`config.mk`:
```
export PLATFORM = sky130hd
export DESIGN_NAME = kf8253_bus_initiator
export DESIGN_NICKNAME = d
export VERILOG_FILES = /design/src/rtl/kf8253_bus_initiator.sv
export SDC_FILE = /design/constraint.sdc
export NUM_CORES = 1
export LEC_CHECK = 0
export ABC_CLOCK_PERIOD_IN_PS = 3300
export CAP_MARGIN = 20
export CORE_MARGIN = 2
export CORE_UTILIZATION = 35
export CTS_BUF_LIST = sky130_fd_sc_hd__clkbuf_8 sky130_fd_sc_hd__clkbuf_16
export CTS_CLUSTER_DIAMETER = 120
export CTS_CLUSTER_SIZE = 10
export DETAILED_ROUTE_END_ITERATION = 7
export PLACE_DENSITY = 0.6
export SLEW_MARGIN = 20
export SYNTH_ARGS = -nofsm -noshare
export SYNTH_HDL_FRONTEND = slang
export SYNTH_SLANG_ARGS = --single-unit
```
`constraint.sdc`:
```
create_clock -name clock -period 3.3 [get_ports clock]
set_clock_uncertainty 0.15 [all_clocks]
set_input_delay 0.66 -clock clock [delete_from_list [all_inputs] [get_ports clock]]
set_output_delay 0.66 -clock clock [all_outputs]
set_load 0.02 [all_outputs]
```
`src/rtl/kf8253_bus_initiator.sv`:
```
// Host-side KF8253 bus initiator: one command at a time, expanded into SETUP/STROBE/HOLD/GAP bus cycles with a one-cycle response pulse.
// Optional macro KF8253_INITIATOR_ILLEGAL_CHECK_EN rejects count ops with rw_mode 00 or counter 3 (error response, no bus activity).
module kf8253_bus_initiator #(
  parameter int SETUP_CYCLES  = 1,
  parameter int STROBE_CYCLES = 2,
  parameter int GAP_CYCLES    = 1
) (
  input  logic        clock,
  input  logic        reset_n,
  input  logic        req_valid,
  output logic        req_ready,
  input  logic [1:0]  req_op,
  input  logic [1:0]  req_addr,
  input  logic [1:0]  req_rw_mode,
  input  logic [15:0] req_data,
  output logic        rsp_valid,
  output logic [15:0] rsp_data,
  output logic        rsp_error,
  output logic        chip_select_n,
  output logic        read_enable_n,
  output logic        write_enable_n,
  output logic [1:0]  address,
  output logic [7:0]  data_bus_out,
  output logic        data_bus_oe,
  input  logic [7:0]  data_bus_in
);

  localparam logic [1:0] OP_WRITE_BYTE = 2'b00;
  localparam logic [1:0] OP_READ_BYTE  = 2'b01;
  localparam logic [1:0] OP_LOAD_COUNT = 2'b10;

  localparam logic [3:0] SETUP_LAST  = 4'(SETUP_CYCLES - 1);
  localparam logic [3:0] STROBE_LAST = 4'(STROBE_CYCLES - 1);
  localparam logic [3:0] GAP_LAST    = 4'(GAP_CYCLES - 1);

  typedef enum logic [2:0] {
    ST_IDLE,
    ST_SETUP,
    ST_STROBE,
    ST_HOLD,
    ST_GAP
  } state_t;

  typedef struct packed {
    logic       wr;
    logic [1:0] addr;
    logic [7:0] wdat;
    logic       msb;
    logic       last;
  } step_t;

  // Describes bus cycle number idx of a command; mode is already normalised (never 00).
  function automatic step_t step_of(input logic [1:0]  op,
                                    input logic [1:0]  addr,
                                    input logic [1:0]  mode,
                                    input logic [15:0] data,
                                    input logic [1:0]  idx);
    step_t s;
    s      = '0;
    s.addr = addr;
    case (op)
      OP_WRITE_BYTE: begin
        s.wr   = 1'b1;
        s.wdat = data[7:0];
        s.last = 1'b1;
      end
      OP_READ_BYTE: begin
        s.last = 1'b1;
      end
      OP_LOAD_COUNT: begin
        s.wr = 1'b1;
        if ((mode == 2'b10) || ((mode == 2'b11) && (idx != 2'd0))) begin
          s.wdat = data[15:8];
        end else begin
          s.wdat = data[7:0];
        end
        s.last = (mode != 2'b11) || (idx != 2'd0);
      end
      default: begin
        // READ_COUNT: counter-latch command to the control word first, then the reads.
        if (idx == 2'd0) begin
          s.wr   = 1'b1;
          s.addr = 2'd3;
          s.wdat = {addr, 6'b000000};
        end else begin
          s.msb  = (mode == 2'b10) || ((mode == 2'b11) && (idx == 2'd2));
          s.last = (mode != 2'b11) || (idx == 2'd2);
        end
      end
    endcase
    return s;
  endfunction

  state_t      state_q, state_d;
  logic [3:0]  cnt_q, cnt_d;
  logic [1:0]  idx_q, idx_d;
  logic [1:0]  op_q, op_d;
  logic [1:0]  cap_addr_q, cap_addr_d;
  logic [1:0]  mode_q, mode_d;
  logic [15:0] data_q, data_d;
  logic [15:0] acc_q, acc_d;
  logic        cur_wr_q, cur_wr_d;
  logic        cur_msb_q, cur_msb_d;
  logic        cur_last_q, cur_last_d;
  logic        cs_n_q, cs_n_d;
  logic        rd_n_q, rd_n_d;
  logic        wr_n_q, wr_n_d;
  logic [1:0]  bus_addr_q, bus_addr_d;
  logic [7:0]  dout_q, dout_d;
  logic        oe_q, oe_d;
  logic        rsp_valid_q, rsp_valid_d;
  logic [15:0] rsp_data_q, rsp_data_d;
`ifdef KF8253_INITIATOR_ILLEGAL_CHECK_EN
  logic        rsp_error_q, rsp_error_d;
`endif

  logic        illegal;
  logic        enter_setup;
  logic        bus_active;
  logic [1:0]  req_mode_norm;
  step_t       load_step;
  step_t       next_step;

  assign req_mode_norm = (req_rw_mode == 2'b00) ? 2'b11 : req_rw_mode;

`ifdef KF8253_INITIATOR_ILLEGAL_CHECK_EN
  assign illegal = req_op[1] && ((req_rw_mode == 2'b00) || (req_addr == 2'd3));
`else
  assign illegal = 1'b0;
`endif

  always_comb begin
    state_d     = state_q;
    cnt_d       = cnt_q;
    idx_d       = idx_q;
    op_d        = op_q;
    cap_addr_d  = cap_addr_q;
    mode_d      = mode_q;
    data_d      = data_q;
    acc_d       = acc_q;
    cur_wr_d    = cur_wr_q;
    cur_msb_d   = cur_msb_q;
    cur_last_d  = cur_last_q;
    bus_addr_d  = bus_addr_q;
    dout_d      = dout_q;
    rsp_valid_d = 1'b0;
    rsp_data_d  = rsp_data_q;
`ifdef KF8253_INITIATOR_ILLEGAL_CHECK_EN
    rsp_error_d = 1'b0;
`endif
    load_step   = '0;
    enter_setup = 1'b0;
    next_step   = step_of(op_q, cap_addr_q, mode_q, data_q, idx_q + 2'd1);

    case (state_q)
      ST_IDLE: begin
        if (req_valid) begin
          if (illegal) begin
            rsp_valid_d = 1'b1;
            rsp_data_d  = '0;
`ifdef KF8253_INITIATOR_ILLEGAL_CHECK_EN
            rsp_error_d = 1'b1;
`endif
          end else begin
            op_d        = req_op;
            cap_addr_d  = req_addr;
            mode_d      = req_mode_norm;
            data_d      = req_data;
            idx_d       = 2'd0;
            acc_d       = '0;
            load_step   = step_of(req_op, req_addr, req_mode_norm, req_data, 2'd0);
            enter_setup = 1'b1;
          end
        end
      end
      ST_SETUP: begin
        if (cnt_q == SETUP_LAST) begin
          state_d = ST_STROBE;
          cnt_d   = '0;
        end else begin
          cnt_d = cnt_q + 4'd1;
        end
      end
      ST_STROBE: begin
        if (cnt_q == STROBE_LAST) begin
          state_d = ST_HOLD;
          cnt_d   = '0;
          if (!cur_wr_q) begin
            if (cur_msb_q) begin
              acc_d[15:8] = data_bus_in;
            end else begin
              acc_d[7:0] = data_bus_in;
            end
          end
        end else begin
          cnt_d = cnt_q + 4'd1;
        end
      end
      ST_HOLD: begin
        state_d = ST_GAP;
      end
      ST_GAP: begin
        if (cnt_q == GAP_LAST) begin
          cnt_d = '0;
          if (cur_last_q) begin
            state_d     = ST_IDLE;
            rsp_valid_d = 1'b1;
            rsp_data_d  = acc_q;
          end else begin
            idx_d       = idx_q + 2'd1;
            load_step   = next_step;
            enter_setup = 1'b1;
          end
        end else begin
          cnt_d = cnt_q + 4'd1;
        end
      end
      default: begin
        state_d = ST_IDLE;
      end
    endcase

    if (enter_setup) begin
      state_d    = ST_SETUP;
      cnt_d      = '0;
      bus_addr_d = load_step.addr;
      if (load_step.wr) begin
        dout_d = load_step.wdat;
      end
      cur_wr_d   = load_step.wr;
      cur_msb_d  = load_step.msb;
      cur_last_d = load_step.last;
    end

    // Bus pins are registered from the next state so they never glitch.
    bus_active = (state_d == ST_SETUP) || (state_d == ST_STROBE) || (state_d == ST_HOLD);
    cs_n_d     = !bus_active;
    wr_n_d     = !((state_d == ST_STROBE) && cur_wr_d);
    rd_n_d     = !((state_d == ST_STROBE) && !cur_wr_d);
    oe_d       = bus_active && cur_wr_d;
  end

  always_ff @(posedge clock) begin
    if (!reset_n) begin
      state_q     <= ST_IDLE;
      cnt_q       <= '0;
      idx_q       <= '0;
      op_q        <= '0;
      cap_addr_q  <= '0;
      mode_q      <= '0;
      data_q      <= '0;
      acc_q       <= '0;
      cur_wr_q    <= 1'b0;
      cur_msb_q   <= 1'b0;
      cur_last_q  <= 1'b0;
      cs_n_q      <= 1'b1;
      rd_n_q      <= 1'b1;
      wr_n_q      <= 1'b1;
      bus_addr_q  <= '0;
      dout_q      <= '0;
      oe_q        <= 1'b0;
      rsp_valid_q <= 1'b0;
      rsp_data_q  <= '0;
`ifdef KF8253_INITIATOR_ILLEGAL_CHECK_EN
      rsp_error_q <= 1'b0;
`endif
    end else begin
      state_q     <= state_d;
      cnt_q       <= cnt_d;
      idx_q       <= idx_d;
      op_q        <= op_d;
      cap_addr_q  <= cap_addr_d;
      mode_q      <= mode_d;
      data_q      <= data_d;
      acc_q       <= acc_d;
      cur_wr_q    <= cur_wr_d;
      cur_msb_q   <= cur_msb_d;
      cur_last_q  <= cur_last_d;
      cs_n_q      <= cs_n_d;
      rd_n_q      <= rd_n_d;
      wr_n_q      <= wr_n_d;
      bus_addr_q  <= bus_addr_d;
      dout_q      <= dout_d;
      oe_q        <= oe_d;
      rsp_valid_q <= rsp_valid_d;
      rsp_data_q  <= rsp_data_d;
`ifdef KF8253_INITIATOR_ILLEGAL_CHECK_EN
      rsp_error_q <= rsp_error_d;
`endif
    end
  end

  assign req_ready      = (state_q == ST_IDLE) && reset_n;
  assign rsp_valid      = rsp_valid_q;
  assign rsp_data       = rsp_data_q;
`ifdef KF8253_INITIATOR_ILLEGAL_CHECK_EN
  assign rsp_error      = rsp_error_q;
`else
  assign rsp_error      = 1'b0;
`endif
  assign chip_select_n  = cs_n_q;
  assign read_enable_n  = rd_n_q;
  assign write_enable_n = wr_n_q;
  assign address        = bus_addr_q;
  assign data_bus_out   = dout_q;
  assign data_bus_oe    = oe_q;

endmodule

```
==> results.json, run 1 <==
{
  "outcome": "finished, final reports clean",
  "numCtsBuffers": 9,
  "start_util": 0.360,
  "dr.pass1.iters": 4,
  "power.total_mw": 2.34,
  "drcViolationCount": 0,
  "cap_violations": 0,
  "synth-seq-cells": 81,
  "cp.depth": 4,
  "syn-num-nets": 484,
  "internal_power_mw": 1.65,
  "hold_viol_final": 0,
  "rsz0062_at_grt": "no",
  "ant_nets": 0,
  "drive_above_1_share": 0.0694,
  "critPathArrivalTime_ns": 2.07,
  "routabilityCongestion": 0.803,
  "finalCritPeriodShare": 0.873,
  "yosys-top-cells-count": "nand2_1, dfxtp_1, a21oi_1",
  "synthTopCellsByArea": "dfxtp_1, nand2_1, a21oi_1",
  "die_h_microns": 107,
  "io_pins": 66,
  "yosys_warnings": 0,
  "critical_path_buf_inv_count": 2,
  "cp_top_family": "buffers and inverters",
  "die_w_microns": 107,
  "ir_drop_mv": 0.244,
  "syn_avg_cell_area_sq_um": 8.36,
  "ys_seq_area_frac": 0.439,
  "grt_usage": 0.174,
  "hold_end": "rsp_data[14]$_SDFFE_PN0P_",
  "r2r_end": "rsp_data[2]$_SDFFE_PN0P_",
  "clk_pin_slew_ns": 0.10,
  "cp-start-kind": "primary input",
  "whs_path_depth": 2,
  "slew_viol_final": 0,
  "hp-class": "reg -> reg",
  "tns_ns": 0,
  "r2r_cells": 6,
  "power.switching_mw": 0.685,
  "clock_sinks": 81,
  "async_flop_share": 0,
  "instances_no_fill": 640,
  "nets": 541,
  "pwr-share-comb": 0.172,
  "critPathMaxFanout": 3,
  "dieArea_sq_mm": 0.0114,
  "grt_pass1_wl_microns": 15800,
  "rr_startpoint": "cnt_q[0]$_SDFFE_PP0P_",
  "cts_tree": "built",
  "ys.flop_type": "dfxtp_1",
  "num-fill-cells": 1040,
  "p_per_area_mw_per_mm2": 497,
  "clk_latency_ns": 0.36,
  "synth_cell_types": 53,
  "end_kind": "output port",
  "critPathKind": "in -> out",
  "cp_common_cell": "clkdlybuf4s50_1",
  "hpwl_microns": 6380,
  "wl_per_cell_microns": 14.5,
  "setup_viol": 0,
  "worstPathRequired_ns": 2.49,
  "max_stage_delay_ns": 0.59,
  "num_rows": 37,
  "grt_max_degree": 63,
  "netlist.area_leader.share": 0.439,
  "fmax_ghz": 0.347,
  "synth_most_common_cell": "nand2_1",
  "crit_slowest_cell": "clkdlybuf4s50_1",
  "port_buffers": 64,
  "vias": 3200,
  "antenna_found_initial": 0,
  "seqPwrFrac": 0.460,
  "leakage_nw": 1.81,
  "relSlewSlack": 0.372,
  "path_cells": "clkdlybuf4s50_1 > nor2b_1 > and2_1 > clkdlybuf4s50_1",
  "tightest_slew_ns": 0.928,
  "antenna_cells": 0,
  "clkPwrFrac": 0.368,
  "min-delay-start": "acc_q[14]$_SDFFE_PN0P_",
  "avgViaCountPerCell": 5.00,
  "htreeDepth": 3,
  "drtIter0Drc": 136,
  "grt_pass1_vias": 3221,
  "cts-root-buf": "clkbuf_8",
  "yosys.area.top_type": "dfxtp_1",
  "cts-resized-gates": 0,
  "holdBufCountCts": 0,
  "synth_area_sq_mm": 0.00370,
  "core_area_sq_mm": 0.0103,
  "routed_wl_microns": 9250,
  "r2r_setup_slack_ns": 0.80,
  "syn_inst": 442,
  "post_cts.repair.setup_buffers": 0,
  "power.share.switching": 0.293,
  "startpoint": "reset_n",
  "overflow": 0,
  "synth_edf_count": 0,
  "placed_cells": 624,
  "synthToLayoutAreaGrowth_pct": 27.2,
  "cts_buffer_depth": 2,
  "fin_crit_ns": 2.88
}
## power groups by stage
stage | clock network (mW) | logic [mW] | registers (mW)
after detailed placement | 0 | 0.402 | 1.10
after floorplan | 0 | 0.253 | 1.09
after global routing | 0.918 | 0.443 | 1.09
after global placement | 0 | 0.397 | 1.10
final | 0.861 | 0.401 | 1.08
after CTS | 0.883 | 0.404 | 1.08
## area by class of cell
| class | count | area (sq um) | area share |
|---|---|---|---|
| multi-input cells | 315 | 1890 | 0.403 |
| flip-flops and latches | 81 | 1620 | 0.345 |
| repair buffers | 74 | 716 | 0.152 |
| well taps | 136 | 170 | 0.0362 |
| clock buffers | 9 | 124 | 0.0263 |
| clock inverters | 7 | 110 | 0.0234 |
| inverters | 18 | 67.6 | 0.0144 |
## metrics by stage
stage | area, sq um | worst slack [ns] | util | hold slack, ns
after floorplan | 3700 | 1.16 | - | 0.282
after global placement | 4470 | 0.430 | 0.435 | 0.293
after detailed placement | 4470 | 0.425 | 0.435 | 0.293
after CTS | 4700 | 0.416 | 0.458 | 0.308
after global routing | 4700 | 0.373 | 0.458 | 0.332
final | 4700 | 0.421 | 0.458 | 0.300
## worst max path at each step
| stage | endpoint | slack (ns) |
|---|---|---|
| after floorplan | req_ready | 1.16 |
| after detailed placement | req_ready | 0.43 |
| after CTS | req_ready | 0.42 |
| after global routing | req_ready | 0.37 |
| final | req_ready | 0.42 |
| after global placement | req_ready | 0.43 |
## sequential cells by signal, summed over array words and instances, names as in the netlist
signal	count
rsp_data	16
data_bus_out	8
acc_q	16
rsp_valid	1
cur_last_q	1
op_q	2
read_enable_n	1
cur_msb_q	1
address	2
cap_addr_q	2
data_bus_oe	1
write_enable_n	1
cur_wr_q	1
mode_q	2
chip_select_n	1
cnt_q	4
state_q	3
data_q	16
idx_q	2
## cell families (layout without fill, tap and decap cells)
logic type / after synthesis / count (layout) / share of synthesized area
adders and majority gates: 9 / 9 / 0.0305
buffers and inverters: 46 / 108 / 0.0514
muxes: 22 / 22 / 0.0596
and+or+nand+nor: 180 / 180 / 0.233
DFF: 81 / 81 / 0.439
other: 1 / 1 / 0.00101
AOI/OAI and AO/OA: 99 / 99 / 0.177
xor gates and xnor gates: 4 / 4 / 0.00948
## worst register-to-register path, stage by stage (launching register included)
cell     delay (ns)
dfxtp_1        0.35
inv_1          0.13
ha_1           0.17
nor3b_1        0.66
and4_1         0.68
nand2_1        0.16
a21oi_1        0.14
## cell usage in the layout (no fill, tap or decap), types with 4 or more instances in the layout
cell type / n
a21o_1: 7
buf_4: 10
ha_1: 9
o221ai_1: 6
nand3_1: 9
and2_1: 14
nor2b_1: 6
dfxtp_1: 81
inv_1: 17
clkbuf_8: 9
mux2i_1: 22
o21ai_0: 14
nand2_1: 90
a31oi_1: 4
clkdlybuf4s50_1: 64
a21oi_1: 44
nor2_1: 31
nor4b_1: 4
## layer usage
metal  global-route usage  up-vias  part of all wire
li1                     -     1623                 -
met1                0.228     1492              0.48
met2                0.284       75              0.46
met3               0.0334       10             0.046
met4               0.0668        0             0.016
met5                    0        -                 0
(Power assumes the default switching activity.)
==> run 2: changes to the inputs <==
--- a/config.mk
+++ b/config.mk
@@ -13,7 +13,9 @@
 export CTS_CLUSTER_DIAMETER = 120
 export CTS_CLUSTER_SIZE = 10
 export DETAILED_ROUTE_END_ITERATION = 7
+export GPL_ROUTABILITY_DRIVEN = 0
 export PLACE_DENSITY = 0.6
+export SETUP_SLACK_MARGIN = 0.05
 export SLEW_MARGIN = 20
 export SYNTH_ARGS = -nofsm -noshare
 export SYNTH_HDL_FRONTEND = slang
==> results of run 2 <==
Final layout, timing and power as in run 1 (identical DEF).
